===== src/rtl/fetch_stage.sv =====
// Instruction-fetch stage: owns the fetch PC, the instruction-memory read
// handshake, a one-entry skid buffer for stalls and the IF/ID pipeline register.
module fetch_stage #(
    parameter int unsigned              WORD_SIZE = 16,
    parameter logic [WORD_SIZE-1:0]     RESET_PC  = '0
) (
    input  logic                 clk,
    input  logic                 reset,

    output logic                 i_readM,
    output logic [WORD_SIZE-1:0] i_address,
    input  logic [WORD_SIZE-1:0] i_data,
    input  logic                 i_ready,

    output logic [WORD_SIZE-1:0] bp_pc,
    input  logic [WORD_SIZE-1:0] predicted_pc,
    input  logic                 tag_match,

    input  logic                 stall,
    input  logic                 flush,
    input  logic [WORD_SIZE-1:0] redirect_pc,

    output logic                 if_id_valid,
    output logic [WORD_SIZE-1:0] if_id_instr,
    output logic [WORD_SIZE-1:0] if_id_pc,
    output logic [WORD_SIZE-1:0] if_id_pred_pc,
    output logic                 if_id_tag_match,
    output logic [WORD_SIZE-1:0] num_fetched
);

    typedef enum logic [1:0] {
        S_FETCH   = 2'd0,
        S_HOLD    = 2'd1,
        S_DISCARD = 2'd2
    } state_e;

    state_e               state_q;
    logic [WORD_SIZE-1:0] addr_q;
    logic [WORD_SIZE-1:0] redir_q;

    logic [WORD_SIZE-1:0] sk_instr_q;
    logic [WORD_SIZE-1:0] sk_pc_q;
    logic [WORD_SIZE-1:0] sk_pred_q;
    logic                 sk_tm_q;

    logic                 if_id_valid_q;
    logic [WORD_SIZE-1:0] if_id_instr_q;
    logic [WORD_SIZE-1:0] if_id_pc_q;
    logic [WORD_SIZE-1:0] if_id_pred_pc_q;
    logic                 if_id_tag_match_q;
    logic [WORD_SIZE-1:0] num_fetched_q;

    // Request is gated by reset so the read line is low for the whole reset cycle.
    assign i_readM   = !reset && (state_q != S_HOLD);
    assign i_address = addr_q;
    assign bp_pc     = addr_q;

    assign if_id_valid     = if_id_valid_q;
    assign if_id_instr     = if_id_instr_q;
    assign if_id_pc        = if_id_pc_q;
    assign if_id_pred_pc   = if_id_pred_pc_q;
    assign if_id_tag_match = if_id_tag_match_q;
    assign num_fetched     = num_fetched_q;

    // Fetch control FSM with the IF/ID and skid registers it loads.
    always_ff @(posedge clk) begin
        if (reset) begin
            state_q           <= S_FETCH;
            addr_q            <= RESET_PC;
            redir_q           <= '0;
            sk_instr_q        <= '0;
            sk_pc_q           <= '0;
            sk_pred_q         <= '0;
            sk_tm_q           <= 1'b0;
            if_id_valid_q     <= 1'b0;
            if_id_instr_q     <= '0;
            if_id_pc_q        <= '0;
            if_id_pred_pc_q   <= '0;
            if_id_tag_match_q <= 1'b0;
            num_fetched_q     <= '0;
        end else begin
            case (state_q)
                S_FETCH: begin
                    if (flush) begin
                        if_id_valid_q <= 1'b0;
                        if (i_ready) begin
                            addr_q <= redirect_pc;
                        end else begin
                            redir_q <= redirect_pc;
                            state_q <= S_DISCARD;
                        end
                    end else if (i_ready) begin
                        addr_q <= predicted_pc;
                        if (!stall) begin
                            if_id_valid_q     <= 1'b1;
                            if_id_instr_q     <= i_data;
                            if_id_pc_q        <= addr_q;
                            if_id_pred_pc_q   <= predicted_pc;
                            if_id_tag_match_q <= tag_match;
                            num_fetched_q     <= num_fetched_q + WORD_SIZE'(1);
                        end else begin
                            // Read completes under stall: park it in the skid buffer.
                            sk_instr_q <= i_data;
                            sk_pc_q    <= addr_q;
                            sk_pred_q  <= predicted_pc;
                            sk_tm_q    <= tag_match;
                            state_q    <= S_HOLD;
                        end
                    end else if (!stall) begin
                        if_id_valid_q <= 1'b0;
                    end
                end

                S_HOLD: begin
                    if (flush) begin
                        addr_q        <= redirect_pc;
                        if_id_valid_q <= 1'b0;
                        state_q       <= S_FETCH;
                    end else if (!stall) begin
                        if_id_valid_q     <= 1'b1;
                        if_id_instr_q     <= sk_instr_q;
                        if_id_pc_q        <= sk_pc_q;
                        if_id_pred_pc_q   <= sk_pred_q;
                        if_id_tag_match_q <= sk_tm_q;
                        num_fetched_q     <= num_fetched_q + WORD_SIZE'(1);
                        state_q           <= S_FETCH;
                    end
                end

                S_DISCARD: begin
                    // The stale read must finish before the redirected fetch starts.
                    if_id_valid_q <= 1'b0;
                    if (flush) begin
                        redir_q <= redirect_pc;
                    end
                    if (i_ready) begin
                        addr_q  <= flush ? redirect_pc : redir_q;
                        state_q <= S_FETCH;
                    end
                end

                default: begin
                    state_q <= S_FETCH;
                end
            endcase
        end
    end

endmodule


===== config.mk =====
export PLATFORM = sky130hd
export DESIGN_NAME = fetch_stage
export DESIGN_NICKNAME = d
export VERILOG_FILES = /design/src/rtl/fetch_stage.sv
export SDC_FILE = /design/constraint.sdc
export NUM_CORES = 1
export LEC_CHECK = 0
export ABC_AREA = 1
export CORE_ASPECT_RATIO = 0.5
export CORE_UTILIZATION = 50
export CTS_CLUSTER_SIZE = 8
export DETAILED_ROUTE_END_ITERATION = 12
export MAX_ROUTING_LAYER = met4
export PLACE_DENSITY = 0.81
export SLEW_MARGIN = 5
export SYNTH_ARGS = -nofsm -noshare
export SYNTH_HDL_FRONTEND = slang
export SYNTH_SLANG_ARGS = --single-unit

===== constraint.sdc =====
create_clock -name clk -period 1.9 [get_ports clk]
set_input_delay 0.38 -clock clk [delete_from_list [all_inputs] [get_ports clk]]
set_output_delay 0.38 -clock clk [all_outputs]
set_load 0.05 [all_outputs]

==> impl_results.md, run 1 <==
- Tightest Pin Transition: ~0.59 ns
- Most common cell after layout, fill and taps aside: nand2_1
- Startpoint types: register
- DRT Pass-1 Iters: 7
- Max stage delay on crit path: roughly 0.37 ns
- Synthesized net count: 1182
- Grt total ovfl: 0
- CTS buffer count: 17
- Fmax: between 500 and 600 MHz
- Power Density: about 1200 nW/um^2
- Slew headroom: between 60 and 70%
- Internal power: 6.71 mW
- Fin crit period: between 1.5 and 2 ns
- Peak VDD IR: around 0.00067 V
- Hold Fails Final Rpt: 0
- Combinational share of power: 37.2%
- Post-synthesis average cell area: roughly 6.5 um^2
- Die Width: 173 um
- Sw Share: 40.9%
- Max_cap viols: 0
- Final period utilization: between 90% and 100%
- Status: completed
- Vias in the first global route: roughly 6800
- Area of the die: ~15000 um^2
- Hold/Removal Path Class: in2reg
- Post-Synthesis Cells: approximately 1100
- Initial Utilization: 52.5%
- Clock transition at path regs: 0.07 ns
- Sequential area share after synthesis: roughly 40%
- Max H-tree Level: 4
- Leading post-synthesis cells by cell area: dfxtp_1 41%, nand2_1 17%, nor2_1 8.2%, o21ai_0 7.6%, a21oi_1 6.9%
- Root Buffer: clkbuf_16
- Nature of the critical path endpoint: output pin
- DP Wirelength: between 10 and 15 mm
- Setup ws final: between 0.04 and 0.05 ns
- Clock power share: around 29%
- Pin count of the biggest net entering global routing: 58
- Synth area leader: dfxtp_1
- Setup TNS: 0 ns
- Hold buffer count at cts: 0
- DRC violation count after routing: 0
- Area added between synthesis and finish: 30.0%
- Io pins: roughly 150
- Via density per instance: 5.36
- CP Max Fanout: 6
- Core area: roughly 14000 um^2
- Routed Antenna Nets: 0
- Die Y: 87.4 um
- First-pass GRT wire length: roughly 35 mm
- Part of the power in registers: 33.5%
- Drt initial violations: 672
- Longest Clk Path Bufs: 2
- Dpl ws: -0.136 ns
- Sw power: roughly 4.6 mW
- TritonCTS clock tree: done
- Total track usage: 30.0%
- Max Slew Vio Count: 0
- Final wirelength: 21.7 mm
- Most frequent cells in the layout: 321 x nand2_1, 157 x nor2_1, 147 x dfxtp_1
- LEAKAGE: 4.30 nW
- Worst path cell trace: inv_2 -> ha_4 -> buf_4 -> nor2_2 -> buf_6
- Finish-stage setup viols: 0
- Post-CTS setup buffers: 0
- Yosys cell types: 25
- Number of synthesized register bits: roughly 150
- Share of the synthesized area in the top cell type: 40.9%
- RD Place Congestion: 0.997
- YS warnings: 0
- Clk Latency, worst-skew pair: roughly 0.43 ns
- # diodes: 0
- Post-DR wirelength/cell: between 10 and 15 um
- Crit path DAT: approximately 1.5 ns
- Cell Area, Synth: 7290 um^2
- Row count: 30
- Unrepaired setup endpoints after global routing: true
- Slowest CP cell: dfxtp_4
- Number of antenna violations at the first check in global routing: 0
- Worst Skew: ~0.0099 ns
- Top Family by Delay on Critical Path: buffers and inverters
- Fraction of layout cells with a size suffix above 1: between 10% and 20%
- Critical path class: reg2out
- # port buffers: between 150 and 200
- Final nets: 1309
- Sinks on Clock Net: about 150
- WP buf/inv: 3
- Via count: 7789
- Worst EP required: about 1.5 ns
==> metrics by stage <==
stage	hold slack (ns)	std cells	total power [mW]	utilization (%)	cell area (um^2)
2_1_floorplan	0.455	1121	6.74	-	7300
3_3_place_gp	0.448	1420	7.91	63.9	8880
3_5_place_dp	0.451	1420	7.98	63.9	8880
4_1_cts	0.365	1453	11.3	68.0	9440
5_1_grt	0.375	1453	11.9	68.3	9480
6_report	0.361	1453	11.3	68.3	9480
==> Yosys cell counts <==
cell type	instances
nand3b_1	1
nor2_1	159
nand3_1	82
xor2_1	1
buf_4	20
xnor2_1	1
nor2_4	2
o221ai_1	1
inv_2	5
nand2_1	322
nand4_4	1
buf_1	4
buf_6	5
inv_1	72
nor3_1	3
nand2_2	5
o21ai_0	111
clkbuf_1	35
buf_2	24
a21oi_1	101
o21ai_1	4
dfxtp_1	149
o21ai_2	1
ha_1	7
nand4_1	5
==> worst register-to-register path, cell delays in order (launching register included) <==
cell and delay, ns:
dfxtp_2 0.41, inv_1 0.13, ha_4 0.21, nand2_2 0.16, nand2_2 0.09, nor2_4 0.22, nand2_2 0.14, buf_12 0.19
nand2_1 0.09, a21oi_1 0.06
==> logic make-up after synthesis <==
| logic type | Yosys count | synth area share, % |
|---|---|---|
| AND/OR/NAND/NOR | 580 | 32.1 |
| XOR/XNOR | 2 | 0.240 |
| adder cells (fa/ha/maj) | 7 | 1.20 |
| buffers and inverters | 165 | 10.4 |
| flip-flops | 149 | 40.9 |
| AO/OA/AOI/OAI | 218 | 15.1 |
==> sequential cells by signal, indices dropped and copies added, names as in the netlist <==
name / flops
if_id_pred_pc: 16
if_id_instr: 16
sk_pred_q: 16
num_fetched: 16
if_id_valid: 1
bp_pc: 16
if_id_tag_match: 1
state_q: 2
if_id_pc: 16
sk_tm_q: 1
redir_q: 16
sk_instr_q: 16
sk_pc_q: 16
==> repair_timing <==
item,CTS,global route
setup endpoints to repair,40,75
gates cloned,1,0
resized for setup,41,11
pin swaps,0,2
==> power groups by stage <==
stage,clock network (mW),logic [mW],registers [mW]
finish,3.32,4.22,3.80
global route,3.51,4.56,3.83
CTS,3.34,4.17,3.79
detailed placement,0,4.13,3.85
global placement,0,4.08,3.84
floorplan,0,2.25,4.48
==> layer usage <==
layer  part of all wire (%)  GRT usage [%]
met3                    8.5           6.54
met4                   0.95           7.00
met2                     47           47.5
met5                      0              -
met1                     44           39.4
==> cell type report <==
type	count	area [um^2]
fillers	1194	4410
multi-input cells	807	3600
flip-flops and latches	149	2990
repair buffers	196	1790
clock buffers	18	429
inverters	77	289
well taps	192	240
clock inverters	14	144
==> worst paths after layout <==
check                 start               to  slack [ns]  cells after the start
max              state_q[1]          i_readM        0.05                      5
min                   reset   sk_instr_q[10]        0.36                      4
max reg2reg      state_q[0]  if_id_instr[15]        0.08                      9
min reg2reg  if_id_instr[8]   if_id_instr[8]        0.46                      2
Note: power is estimated with default switching activity, not from simulation.
==> run 2, diff against run 1 <==
Settings changed: CTS_CLUSTER_DIAMETER set to 50.
==> results of run 2 <==
Final layout, timing and power as in run 1 (identical DEF).
==> run 3, diff against run 2 <==
Settings changed: TNS_END_PERCENT set to 1.
==> impl_results.md, run 3 (synthesis gave the netlist of run 1 again) <==
- First-pass GRT wire length: 34.5 mm (was 34.9 mm)
- Critical path class: reg2out (unchanged)
- Clk Latency, worst-skew pair: 0.43 ns (about the same)
- DP Area: 8880 um^2 (unchanged)
- DP Wirelength: 14.7 mm (unchanged)
- Clock transition at path regs: 0.07 ns (about the same)
- Crit path DAT: 1.48 ns (was 1.47 ns)
- Power Density: 1190 nW/um^2 (was 1200 nW/um^2)
- # port buffers: 152 (unchanged)
- Most common cell after layout, fill and taps aside: nand2_1 (unchanged)
- Max_cap viols: 0 (unchanged)
- Initial Utilization: 52.5% (unchanged)
- Io pins: 153 (unchanged)
- Drt initial violations: 731 (was 672)
- Grt total ovfl: 0 (unchanged)
- CP Max Fanout: 6 (unchanged)
- Die Width: 173 um (unchanged)
- CTS buffer count: 17 (unchanged)
- Sinks on Clock Net: 149 (unchanged)
- Max Slew Vio Count: 0 (unchanged)
- Row count: 30 (unchanged)
- Via density per instance: 5.33 (was 5.36)
- Vias in the first global route: 6797 (was 6834)
- Post-CTS setup buffers: 0 (unchanged)
- Number of antenna violations at the first check in global routing: 0 (unchanged)
- Peak VDD IR: 0.000665 V (was 0.000666 V)
- Fillcell total: 1191 (was 1194)
- Worst Reg-to-Reg Cells: 8 (was 9)
- Fin crit period: 1.86 ns (was 1.85 ns)
- Nature of the critical path endpoint: output pin (unchanged)
- Hold Fails Final Rpt: 0 (unchanged)
- Worst EP required: 1.52 ns (about the same)
- Worst reg2reg endpoint: if_id_instr[15] (unchanged)
- Routed Antenna Nets: 0 (unchanged)
- Fmax: 538 MHz (was 539 MHz)
- Area of the die: 15100 um^2 (unchanged)
- Dpl ws: -0.136 ns (unchanged)
- Register-to-Register Setup Slack: 0.10 ns (was 0.08 ns)
- Hold/Removal Path Class: in2reg (unchanged)
- Hold path cells: 4 (unchanged)
- Area added between synthesis and finish: 30.0% (about the same)
- Status: completed (unchanged)
- Hold endpoint: sk_instr_q[10] (unchanged)
- Setup ws final: 0.0422 ns (was 0.0451 ns)
- Die Y: 87.4 um (unchanged)
- Pin count of the biggest net entering global routing: 58 (unchanged)
- LEAKAGE: 4.30 nW (about the same)
- DRT Pass-1 Iters: 5 (was 7)
- Longest Clk Path Bufs: 2 (unchanged)
- Final wirelength: 21.7 mm (about the same)
- Max H-tree Level: 4 (unchanged)
- Via count: 7748 (was 7789)
- HP Start: reset (unchanged)
- Fraction of layout cells with a size suffix above 1: 13.1% (unchanged)
- Post-DR wirelength/cell: 14.9 um (was 15.0 um)
- TritonCTS clock tree: done (unchanged)
- DRC violation count after routing: 0 (unchanged)
- Final nets: 1309 (unchanged)
- # diodes: 0 (unchanged)
- Core area: 13900 um^2 (unchanged)
- Root Buffer: clkbuf_16 (unchanged)
- Reg2reg start: state_q[0] (unchanged)
- Final period utilization: 97.8% (was 97.6%)
- Worst Skew: 0.00904 ns (was 0.00994 ns)
- Total track usage: 29.7% (was 30.0%)
- RD Place Congestion: 0.997 (unchanged)
- Unrepaired setup endpoints after global routing: true (unchanged)
- Slew headroom: 63.9% (was 60.6%)
- Post-route cell area: 9480 um^2 (about the same)
- Finish-stage setup viols: 0 (unchanged)
- Startpoint types: register (unchanged)
- Most frequent cells in the layout: 321 x nand2_1, 157 x nor2_1, 147 x dfxtp_1 (unchanged)
- Tightest Pin Transition: 0.544 ns (was 0.591 ns)
## run 3: changes by cell type in the layout (fill, tap and decap cells not counted), sizes merged
cell	previous run	this run
buf	107	106
clkbuf	18	19
## run 3: report_power, final
part           switching [mW]  total, mW  internal (mW)
Clock                    1.48       3.32           1.84
Combinational            2.85       4.20           1.35
Sequential              0.286       3.79           3.51
## run 3: what timing repair did
action	in CTS	in global routing
cloned	0	1
resized for setup	40	11
endpoints found under the setup margin	40	117
hold endpoints to repair	0	0
hold buffers	0	0
## run 3: routing by layer
layer / track usage [%] / share of wire (%)
met5: - / 0
met4: 6.36 / 1.4
met3: 6.85 / 8.2
met2: 47.3 / 46
met1: 38.6 / 44
## run 3: area by class of cell
type	instances	area, um^2	share of cell area, %
clock buffer	18	429	4.53
clock inverter	14	144	1.52
inverter	77	289	3.05
multi-input combinational	807	3600	38.0
sequential	149	2990	31.5
tap	192	240	2.53
timing repair buffer	196	1780	18.8
## run 3: worst max path at each step
stage	startpoint	end	depth (start not counted)
after floorplan	num_fetched[1]	num_fetched[12]	8
after global placement	flush	num_fetched[10]	8
after detailed placement	flush	num_fetched[12]	8
after CTS	state_q[1]	i_readM	5
after global routing	state_q[1]	i_readM	5
final	state_q[1]	i_readM	5
## run 3: critical path: stages, from the launching register on
cell and delay [ns]:
dfxtp_4 0.37, inv_2 0.07, ha_4 0.19, buf_4 0.14, nor2_2 0.10, buf_6 0.17
## run 3: through the flow
| step | std cells | hold slack [ns] | utilization (%) | total power, mW | setup TNS (ns) |
|---|---|---|---|---|---|
| finish | 1453 | 0.366 | 68.2 | 11.3 | 0 |
| detailed placement | 1420 | 0.451 | 63.9 | 7.98 | -5.11 |
| CTS | 1452 | 0.365 | 67.8 | 11.2 | -0.0406 |
| global placement | 1420 | 0.448 | 63.9 | 7.91 | -2.56 |
| floorplan | 1121 | 0.455 | - | 6.74 | 0 |
| global route | 1453 | 0.375 | 68.2 | 11.9 | -0.00201 |
